### src/rtl/serv_alu_digit.sv
// serv_alu_digit: digit-serial ALU that processes W bits per cycle, LSB digit first.
// Latency: N = XLEN/W digit cycles. o_rd is combinational. o_done and o_cmp arrive one cycle after the last digit.
// Backpressure: none. i_start is ignored while o_busy is high, and a new start is accepted in the o_done cycle.
//
// Ports:
//   clk, i_rst_n                 clock and asynchronous active-low reset
//   i_start / o_busy / o_done    operation handshake
//   i_op_b_rs2, i_sub, i_bool_op, i_cmp_eq, i_cmp_sig, i_rd_sel
//                                controls; sampled live on the start cycle, latched for later digits
//   i_rs1, i_rs2, i_imm          current operand digits
//   o_rd, o_rd_valid             result digit and its qualifier
//   o_cmp                        compare result of the last completed operation
module serv_alu_digit #(
  parameter int XLEN = 32,
  parameter int W    = 1
) (
  input  logic         clk,
  input  logic         i_rst_n,
  input  logic         i_start,
  output logic         o_busy,
  output logic         o_done,
  input  logic         i_op_b_rs2,
  input  logic         i_sub,
  input  logic [1:0]   i_bool_op,
  input  logic         i_cmp_eq,
  input  logic         i_cmp_sig,
  input  logic [2:0]   i_rd_sel,
  input  logic [W-1:0] i_rs1,
  input  logic [W-1:0] i_rs2,
  input  logic [W-1:0] i_imm,
  output logic [W-1:0] o_rd,
  output logic         o_rd_valid,
  output logic         o_cmp
);

  localparam int N  = XLEN / W;
  localparam int CW = (N > 1) ? $clog2(N) : 1;

  typedef enum logic {IDLE, RUN} state_t;

  state_t        state, state_nxt;
  logic [CW-1:0] cnt, cnt_nxt;
  logic          carry_r, eq_r, lt_r;

  // Controls captured on the start edge, used for digits 1..N-1
  logic          op_b_rs2_r, sub_r, cmp_eq_r, cmp_sig_r;
  logic [1:0]    bool_op_r;
  logic [2:0]    rd_sel_r;

  logic          start_acc, proc, first, last;
  logic          op_b_rs2, sub, cmp_eq, cmp_sig;
  logic [1:0]    bool_op;
  logic [2:0]    rd_sel;
  logic [W-1:0]  b, bx, sum, bool_res, lt_dig;
  logic [W:0]    add_full;
  logic          cin, cy, eq_now, lt_now, a_ext, b_ext;

  assign o_busy     = (state == RUN);
  assign start_acc  = i_start & ~o_busy;
  assign proc       = start_acc | o_busy;
  assign o_rd_valid = proc;
  assign first      = (cnt == '0);
  assign last       = (cnt == CW'(N - 1));

  // In IDLE the live controls drive digit 0; in RUN the latched copies are used
  assign op_b_rs2 = o_busy ? op_b_rs2_r : i_op_b_rs2;
  assign sub      = o_busy ? sub_r      : i_sub;
  assign bool_op  = o_busy ? bool_op_r  : i_bool_op;
  assign cmp_eq   = o_busy ? cmp_eq_r   : i_cmp_eq;
  assign cmp_sig  = o_busy ? cmp_sig_r  : i_cmp_sig;
  assign rd_sel   = o_busy ? rd_sel_r   : i_rd_sel;

  assign b        = op_b_rs2 ? i_rs2 : i_imm;
  assign bx       = b ^ {W{sub}};
  assign cin      = first ? sub : carry_r;
  assign add_full = {1'b0, i_rs1} + {1'b0, bx} + {{W{1'b0}}, cin};
  assign sum      = add_full[W-1:0];
  assign cy       = add_full[W];

  assign eq_now   = (first ? 1'b1 : eq_r) & (sum == '0);

  // Bit XLEN of ext(rs1) + ext(B)^sub + carry: the extension bits plus the top carry
  assign a_ext    = cmp_sig & i_rs1[W-1];
  assign b_ext    = cmp_sig & b[W-1];
  assign lt_now   = a_ext ^ b_ext ^ sub ^ cy;

  always_comb begin
    bool_res = '0;
    case (bool_op)
      2'b00: bool_res = i_rs1 ^ b;
      2'b01: bool_res = ~(i_rs1 ^ b);
      2'b10: bool_res = i_rs1 | b;
      2'b11: bool_res = i_rs1 & b;
      default: bool_res = '0;
    endcase
  end

  // Stored less-than flag appears only in bit 0 of digit 0 (SLT output pass)
  always_comb begin
    lt_dig    = '0;
    lt_dig[0] = lt_r & first;
  end

  assign o_rd = ({W{rd_sel[0]}} & sum)
              | ({W{rd_sel[1]}} & lt_dig)
              | ({W{rd_sel[2]}} & bool_res);

  always_comb begin
    state_nxt = state;
    cnt_nxt   = cnt;
    case (state)
      IDLE: if (start_acc && !last) begin
        state_nxt = RUN;
        cnt_nxt   = CW'(1);
      end
      RUN: if (last) begin
        state_nxt = IDLE;
        cnt_nxt   = '0;
      end else begin
        cnt_nxt   = cnt + CW'(1);
      end
      default: begin
        state_nxt = IDLE;
        cnt_nxt   = '0;
      end
    endcase
  end

  always_ff @(posedge clk or negedge i_rst_n) begin
    if (!i_rst_n) begin
      state      <= IDLE;
      cnt        <= '0;
      carry_r    <= 1'b0;
      eq_r       <= 1'b1;
      lt_r       <= 1'b0;
      o_done     <= 1'b0;
      o_cmp      <= 1'b0;
      op_b_rs2_r <= 1'b0;
      sub_r      <= 1'b0;
      bool_op_r  <= 2'b00;
      cmp_eq_r   <= 1'b0;
      cmp_sig_r  <= 1'b0;
      rd_sel_r   <= 3'b000;
    end else begin
      state  <= state_nxt;
      cnt    <= cnt_nxt;
      o_done <= proc & last;
      if (start_acc) begin
        op_b_rs2_r <= i_op_b_rs2;
        sub_r      <= i_sub;
        bool_op_r  <= i_bool_op;
        cmp_eq_r   <= i_cmp_eq;
        cmp_sig_r  <= i_cmp_sig;
        rd_sel_r   <= i_rd_sel;
      end
      if (proc) begin
        carry_r <= cy;
        eq_r    <= eq_now;
        if (last) begin
          lt_r  <= lt_now;
          o_cmp <= cmp_eq ? eq_now : lt_now;
        end
      end
    end
  end

endmodule

### config.mk
export PLATFORM = sky130hd
export DESIGN_NAME = serv_alu_digit
export DESIGN_NICKNAME = d
export VERILOG_FILES = /design/src/rtl/serv_alu_digit.sv
export SDC_FILE = /design/constraint.sdc
export NUM_CORES = 1
export LEC_CHECK = 0
export CORE_ASPECT_RATIO = 0.75
export CORE_UTILIZATION = 33
export CTS_CLUSTER_DIAMETER = 80
export DETAILED_ROUTE_END_ITERATION = 10
export GPL_ROUTABILITY_DRIVEN = 1
export GPL_TIMING_DRIVEN = 0
export MAX_ROUTING_LAYER = met4
export PLACE_DENSITY = 0.55
export SYNTH_ARGS = -nofsm -noshare
export SYNTH_HDL_FRONTEND = slang
export SYNTH_SLANG_ARGS = --single-unit
### constraint.sdc
create_clock -name clk -period 2.9 [get_ports clk]
set_clock_uncertainty 0.05 [all_clocks]
set_input_delay 0.435 -clock clk [delete_from_list [all_inputs] [get_ports clk]]
set_output_delay 0.435 -clock clk [all_outputs]
set_load 0.03 [all_outputs]
==> results of run 1 <==
[layer usage]
metal | vias to the layer above | global-route usage [%]
met2 | 16 | 23.9
met4 | 0 | 4.08
met5 | - | -
li1 | 426 | -
met3 | 2 | 4.04
met1 | 417 | 17.3
[area by class of cell]
| type | instances | share of cell area (%) |
|---|---|---|
| clock buffer | 4 | 3.00 |
| buffer | 3 | 1.00 |
| inverter | 6 | 1.50 |
| multi-input combinational | 76 | 41.4 |
| timing repair buffer | 27 | 16.4 |
| tap | 38 | 3.17 |
| sequential | 20 | 33.5 |
[cells in the mapped netlist (2+ instances only)]
cell	number	area, um2
nand2_1	12	45.0
a21oi_1	2	10.0
mux2i_1	7	70.1
xor2_1	4	35.0
nor2b_1	2	12.5
buf_2	3	15.0
ha_1	4	50.1
o21ai_0	6	30.0
nor2_1	6	22.5
and3_1	2	12.5
mux2_2	11	124
nand2b_1	3	18.8
dfrtp_1	19	475
xnor2_1	2	17.5
inv_1	6	22.5
[worst min-delay path: stages, from the launching register on]
cell     delay [ps]
dfstp_2         370
nand2_1          40
o21ai_0          60
[path summary, 6_finish.rpt]
| path | to | slack [ps] | depth (start not counted) |
|---|---|---|---|
| setup / recovery | o_rd | 10 | 7 |
| max in group asynchronous | cnt[0] | 1560 | 1 |
| hold reg to reg | eq_r | 430 | 2 |
| setup reg to reg | o_cmp | 620 | 9 |
| min in group asynchronous | cnt[3] | 640 | 1 |
| hold / removal | eq_r | 430 | 2 |
[cells by family (layout without fill, tap and decap cells)]
group | Yosys count | in the layout | share of synthesized area, %
compound gates | 16 | 16 | 9.15
xor+xnor | 6 | 6 | 4.69
fa+ha+maj | 5 | 5 | 6.25
buf+inv | 9 | 40 | 3.35
flops | 20 | 20 | 44.8
mux | 19 | 19 | 18.5
simple gates | 30 | 30 | 13.3
[repair_timing]
action                                  CTS  global route
pin swaps                                 2             3
buffers inserted                          4             4
gates resized for setup                  11             7
endpoints found under the setup margin    1             1
hold endpoints to repair                  0             0
[sequential cells by signal (all words and copies together) (netlist names)]
signal / count
cmp_sig_r: 1
eq_r: 1
lt_r: 1
cnt: 5
carry_r: 1
cmp_eq_r: 1
op_b_rs2_r: 1
sub_r: 1
bool_op_r: 2
o_cmp: 1
o_done: 1
rd_sel_r: 3
o_busy: 1
[metrics by stage]
step | setup WS, ps | instances | instance area, um2
5_1_grt | -103 | 174 | 1500
6_report | 12.4 | 174 | 1500
2_1_floorplan | 136 | 105 | 1120
3_3_place_gp | -649 | 162 | 1360
3_5_place_dp | -663 | 162 | 1360
4_1_cts | 17.4 | 170 | 1450
[power by group through the flow]
stage	clock (mW)	combinational [mW]	sequential, mW
2_1_floorplan	0	0.495	0.510
3_3_place_gp	0	0.679	0.503
3_5_place_dp	0	0.696	0.512
4_1_cts	0.191	0.750	0.519
5_1_grt	0.205	0.894	0.543
6_report	0.183	0.809	0.523
[layout by cell type (no fill, tap or decap), types with 3 or more instances in the layout]
master	instances
clkbuf_8	3
xor2_1	4
nand2_1	12
nand2b_1	3
dfrtp_1	18
ha_1	3
clkdlybuf4s50_1	17
nor2_1	6
mux2_2	11
mux2i_1	5
inv_1	4
o21ai_0	6
buf_4	9
mux2i_2	3
buf_2	3
==> results.sh, run 1 <==
export IMPL_grt_pass1_vias=874
export IMPL_pwr_share_clk_pct=12.1
export IMPL_cts_buffer_depth=2
export IMPL_chipWidth_um=69.3
export IMPL_layout_area_seq_um2=503
export IMPL_async_flop_share_pct=100
export IMPL_rows=17
export IMPL_ys_seq_area_share_pct=44.8
export IMPL_drc=0
export IMPL_wl_um=2290
export IMPL_criticalPathCategory="input port to primary output"
export IMPL_crit_path_start="i_sub"
export IMPL_fp_coreArea_mm2=0.00308
export IMPL_crit_path_cell_trace="clkdlybuf4s50_1, mux2i_2, xor2_1, fa_1, a32oi_1, o221ai_1, buf_4"
export IMPL_ys_types=31
export IMPL_clk_pin_slew_ps=70
export IMPL_critPathSlowestCell="fa_1"
export IMPL_netlist_area_mm2=0.00112
export IMPL_cts_tree="done"
export IMPL_cp_required_ps=2410
export IMPL_critical_path_top_delay_family="buffers and inverters"
export IMPL_dp_hpwl_um=1680
export IMPL_netSwitchingFraction_pct=37.7
export IMPL_irDropWorstVdd_uv=410
export IMPL_slew_viol_final=0
export IMPL_n_antenna_cell=0
export IMPL_tns_ps=0
export IMPL_finalSetupViolations=0
export IMPL_grt_start_max_net_pins=21
export IMPL_worstMarginPinSlew_ps=895
export IMPL_overflow=0
export IMPL_rsz0062_at_grt="true"
export IMPL_max_cap_violations=0
export IMPL_vias_per_cell=4.95
export IMPL_start_util_pct=36.3
export IMPL_io_pins=20
export IMPL_synth_edf_count=0
export IMPL_cp_max_fo=3
export IMPL_p_int_uw=943
export IMPL_power_density_mw_per_mm2=1010
export IMPL_wl_per_cell_um=13.2
export IMPL_route_layer_met1_wl_um=1120
export IMPL_routed_wl_met2_um=1060
export IMPL_antenna_found_initial=0
export IMPL_drive_gt1_share_pct=27.2
export IMPL_hp_class="flop to flop"
export IMPL_grt_usage_pct=14.3
export IMPL_critPathBufInv=2
export IMPL_num_vias=861
export IMPL_clk_latency_ps=250
export IMPL_max_stage_delay_ps=460
export IMPL_port_buffers=19
export IMPL_fin_util_pct=48.6
export IMPL_clockRootBuffer="clkbuf_8"
export IMPL_regToRegStartpoint="cnt[0]"
export IMPL_p_switching_uw=571
export IMPL_grt_pass1_wl_um=3880
export IMPL_postSynthAreaPerCell_um2=10.7
export IMPL_seqPwrFrac_pct=34.5
export IMPL_status="completed"
export IMPL_p_leak_nw=0.670
export IMPL_holdCritStartpoint="eq_r"
export IMPL_gp_congestion=0.745
export IMPL_drt_iter0_drc=4
export IMPL_power_total_mw=1.51
export IMPL_max_freq_mhz=346
export IMPL_synth_fp_nets=125
export IMPL_period_minus_slack_ps=2890
export IMPL_hold_violations=0
export IMPL_multi_input_area_um2=621
export IMPL_area_growth_pct=33.8
export IMPL_synth_warnings=0
export IMPL_drtPass1Iterations=4
export IMPL_h_tree_depth=1
export IMPL_start_kind="input port"
export IMPL_crit_path_end_kind="primary output"
export IMPL_top_layer_used="met4"
export IMPL_dieArea_mm2=0.00364
export IMPL_p_comb_share_pct=53.4
export IMPL_nets=157
export IMPL_die_h_um=52.5
export IMPL_ys_flop_type="dfrtp_1"
export IMPL_ys_ff_latch=20
export IMPL_hold_slack_ps=428
export IMPL_worst_slew_margin_rel_pct=40.1
export IMPL_fin_crit_sh_pct=99.6
export IMPL_syn_inst=105
export IMPL_cts_sinks=20
export IMPL_nFillCells=291
export IMPL_arrival_ps=2400
export IMPL_wl_met3_um=103
export IMPL_ant_nets=0
export IMPL_numCtsBuffers=3
export IMPL_holdBufCountCts=0
No activity file was read; power rests on OpenSTA's default activity.
==> run 2, diff against run 1 <==
--- a/config.mk
+++ b/config.mk
@@ -12,7 +12,7 @@
 export GPL_ROUTABILITY_DRIVEN = 1
 export GPL_TIMING_DRIVEN = 0
 export MAX_ROUTING_LAYER = met4
-export PLACE_DENSITY = 0.55
+export PLACE_DENSITY = 0.57
 export SYNTH_ARGS = -nofsm -noshare
 export SYNTH_HDL_FRONTEND = slang
 export SYNTH_SLANG_ARGS = --single-unit
==> constraint.sdc (replaced) <==
create_clock -name clk -period 2.4 [get_ports clk]
set_clock_uncertainty 0.05 [all_clocks]
set_input_delay 0.36 -clock clk [delete_from_list [all_inputs] [get_ports clk]]
set_output_delay 0.36 -clock clk [all_outputs]
set_load 0.03 [all_outputs]
==> run 2 against run 1 <==
Sequential power grew 21%. The flow now finishes with violations (setup timing). Worst setup slack lost 430 ps. Utilization grew 1.5 points. Critical path type is now flop to primary output. Highest routed layer unchanged. Via count grew 0.81%. Largest power group unchanged. Register-to-register slack lost 590 ps. Clock-buffer cell count is the same.
==> results.sh, run 2 (synthesized netlist as in run 1, its figures left out) <==
export IMPL_status="complete, but fails checks"
export IMPL_violations="setup timing"
export IMPL_power_density_mw_per_mm2=1250
export IMPL_wl_per_cell_um=13.7
export IMPL_area_growth_pct=37.8
export IMPL_fin_crit_sh_pct=117
export IMPL_stdcell_area_mm2=0.00155
export IMPL_fin_ws_ps=-415
export IMPL_clk_pin_slew_ps=70
export IMPL_h_tree_depth=1
export IMPL_vias_per_cell=4.90
export IMPL_wl_um=2420
export IMPL_final_cell_mix="dfrtp_1, clkdlybuf4s50_1, nand2_1"
export IMPL_dp_cells=162
export IMPL_drive_gt1_share_pct=30.9
export IMPL_multi_input_area_um2=638
export IMPL_holdBufCountCts=0
export IMPL_layout_area_seq_um2=504
export IMPL_grt_pass1_wl_um=3960
export IMPL_clk_latency_ps=260
export IMPL_die_h_um=52.5
export IMPL_power_total_mw=1.93
export IMPL_slew_viol_final=0
export IMPL_criticalPathCategory="flop to primary output"
export IMPL_start_kind="flop"
export IMPL_io_pins=20
export IMPL_rsz0062_at_grt="true"
export IMPL_antenna_found_initial=0
export IMPL_drc=0
export IMPL_dieArea_mm2=0.00364
export IMPL_worstMarginPinSlew_ps=889
export IMPL_reg_top3="cnt: 5 flops, rd_sel_r: 3 flops, bool_op_r: 2 flops"
export IMPL_fin_cells=177
export IMPL_gp_congestion=0.720
export IMPL_clockRootBuffer="clkbuf_8"
export IMPL_rows=17
export IMPL_ant_nets=0
export IMPL_top_register="cnt"
export IMPL_nFillCells=271
export IMPL_dp_hpwl_um=1680
export IMPL_arrival_ps=2400
export IMPL_largest_register_ff_count=5
export IMPL_numCtsBuffers=3
export IMPL_num_vias=868
export IMPL_worst_slew_margin_rel_pct=40.5
export IMPL_max_cap_violations=0
export IMPL_chipWidth_um=69.3
export IMPL_cts_buffer_depth=2
export IMPL_hold_violations=0
export IMPL_finalSetupViolations=1
export IMPL_drt_iter0_drc=13
export IMPL_fp_coreArea_mm2=0.00308
export IMPL_start_util_pct=36.3
export IMPL_cts_sinks=20
export IMPL_grt_usage_pct=15.0
export IMPL_cp_max_fo=4
export IMPL_cp_required_ps=1990
export IMPL_crit_path_end_kind="primary output"
export IMPL_period_minus_slack_ps=2810
export IMPL_p_leak_nw=0.697
export IMPL_hp_class="flop to flop"
export IMPL_n_antenna_cell=0
export IMPL_hold_slack_ps=437
export IMPL_grt_pass1_vias=870
export IMPL_nets=160
export IMPL_cts_tree="done"
export IMPL_drtPass1Iterations=5
export IMPL_grt_start_max_net_pins=21
export IMPL_max_freq_mhz=355
export IMPL_irDropWorstVdd_uv=429
export IMPL_port_buffers=19
export IMPL_place_area_mm2=0.00137
export IMPL_overflow=0
## run 2: path summary, 6_finish.rpt
kind / from / to / slack, ps / depth (start not counted)
max: cnt[1] / o_rd / -410 / 9
min: eq_r / eq_r / 440 / 2
max reg2reg: cnt[1] / o_cmp / 30 / 9
min reg2reg: eq_r / eq_r / 440 / 2
max in group asynchronous: i_rst_n / cnt[0] / 1140 / 1
min in group asynchronous: i_rst_n / cnt[2] / 550 / 1
## run 2: final cells by class
| cell class | count | share of cell area (%) |
|---|---|---|
| Sequential cell | 20 | 32.6 |
| Tap cell | 38 | 3.08 |
| Multi-Input combinational cell | 76 | 41.3 |
| Inverter | 6 | 1.46 |
| Clock buffer | 4 | 2.91 |
| Timing Repair Buffer | 30 | 17.7 |
| Buffer | 3 | 0.972 |
## run 2: timing repair
item | in CTS | in global routing
pin swaps | 2 | 4
gates resized for setup | 11 | 7
setup buffers | 5 | 6
endpoints found under the setup margin | 2 | 2
## run 2: report_power, final
| part | internal (mW) | leakage [nW] | switching, mW |
|---|---|---|---|
| Sequential | 0.507 | 0.238 | 0.126 |
| Clock | 0.118 | 0.0228 | 0.108 |
| Combinational | 0.566 | 0.436 | 0.507 |
| Total | 1.19 | 0.697 | 0.741 |
## run 2: per-stage QoR
stage	setup TNS (ps)	utilization, %	setup slack, ps
detailed placement	-1670	44.5	-997
CTS	-386	47.8	-386
finish	-415	50.1	-415
floorplan	-84.7	-	-84.7
global placement	-1570	44.5	-957
global route	-774	50.1	-579
## run 2: worst max-delay path: stages, from the launching register on
cell	delay, ps
dfrtp_1	410
inv_2	90
ha_4	130
nor4b_4	300
nor2_1	130
a21oi_2	150
fa_1	460
a32oi_2	190
o221ai_2	130
buf_6	150
## run 2: layer usage
layer,part of all wire [%],vias to the layer above,global-route usage [%]
met4,0.33,0,3.06
met1,49,418,18.3
li1,-,432,-
met2,47,15,24.6
met5,0,-,-
met3,3.9,3,5.19
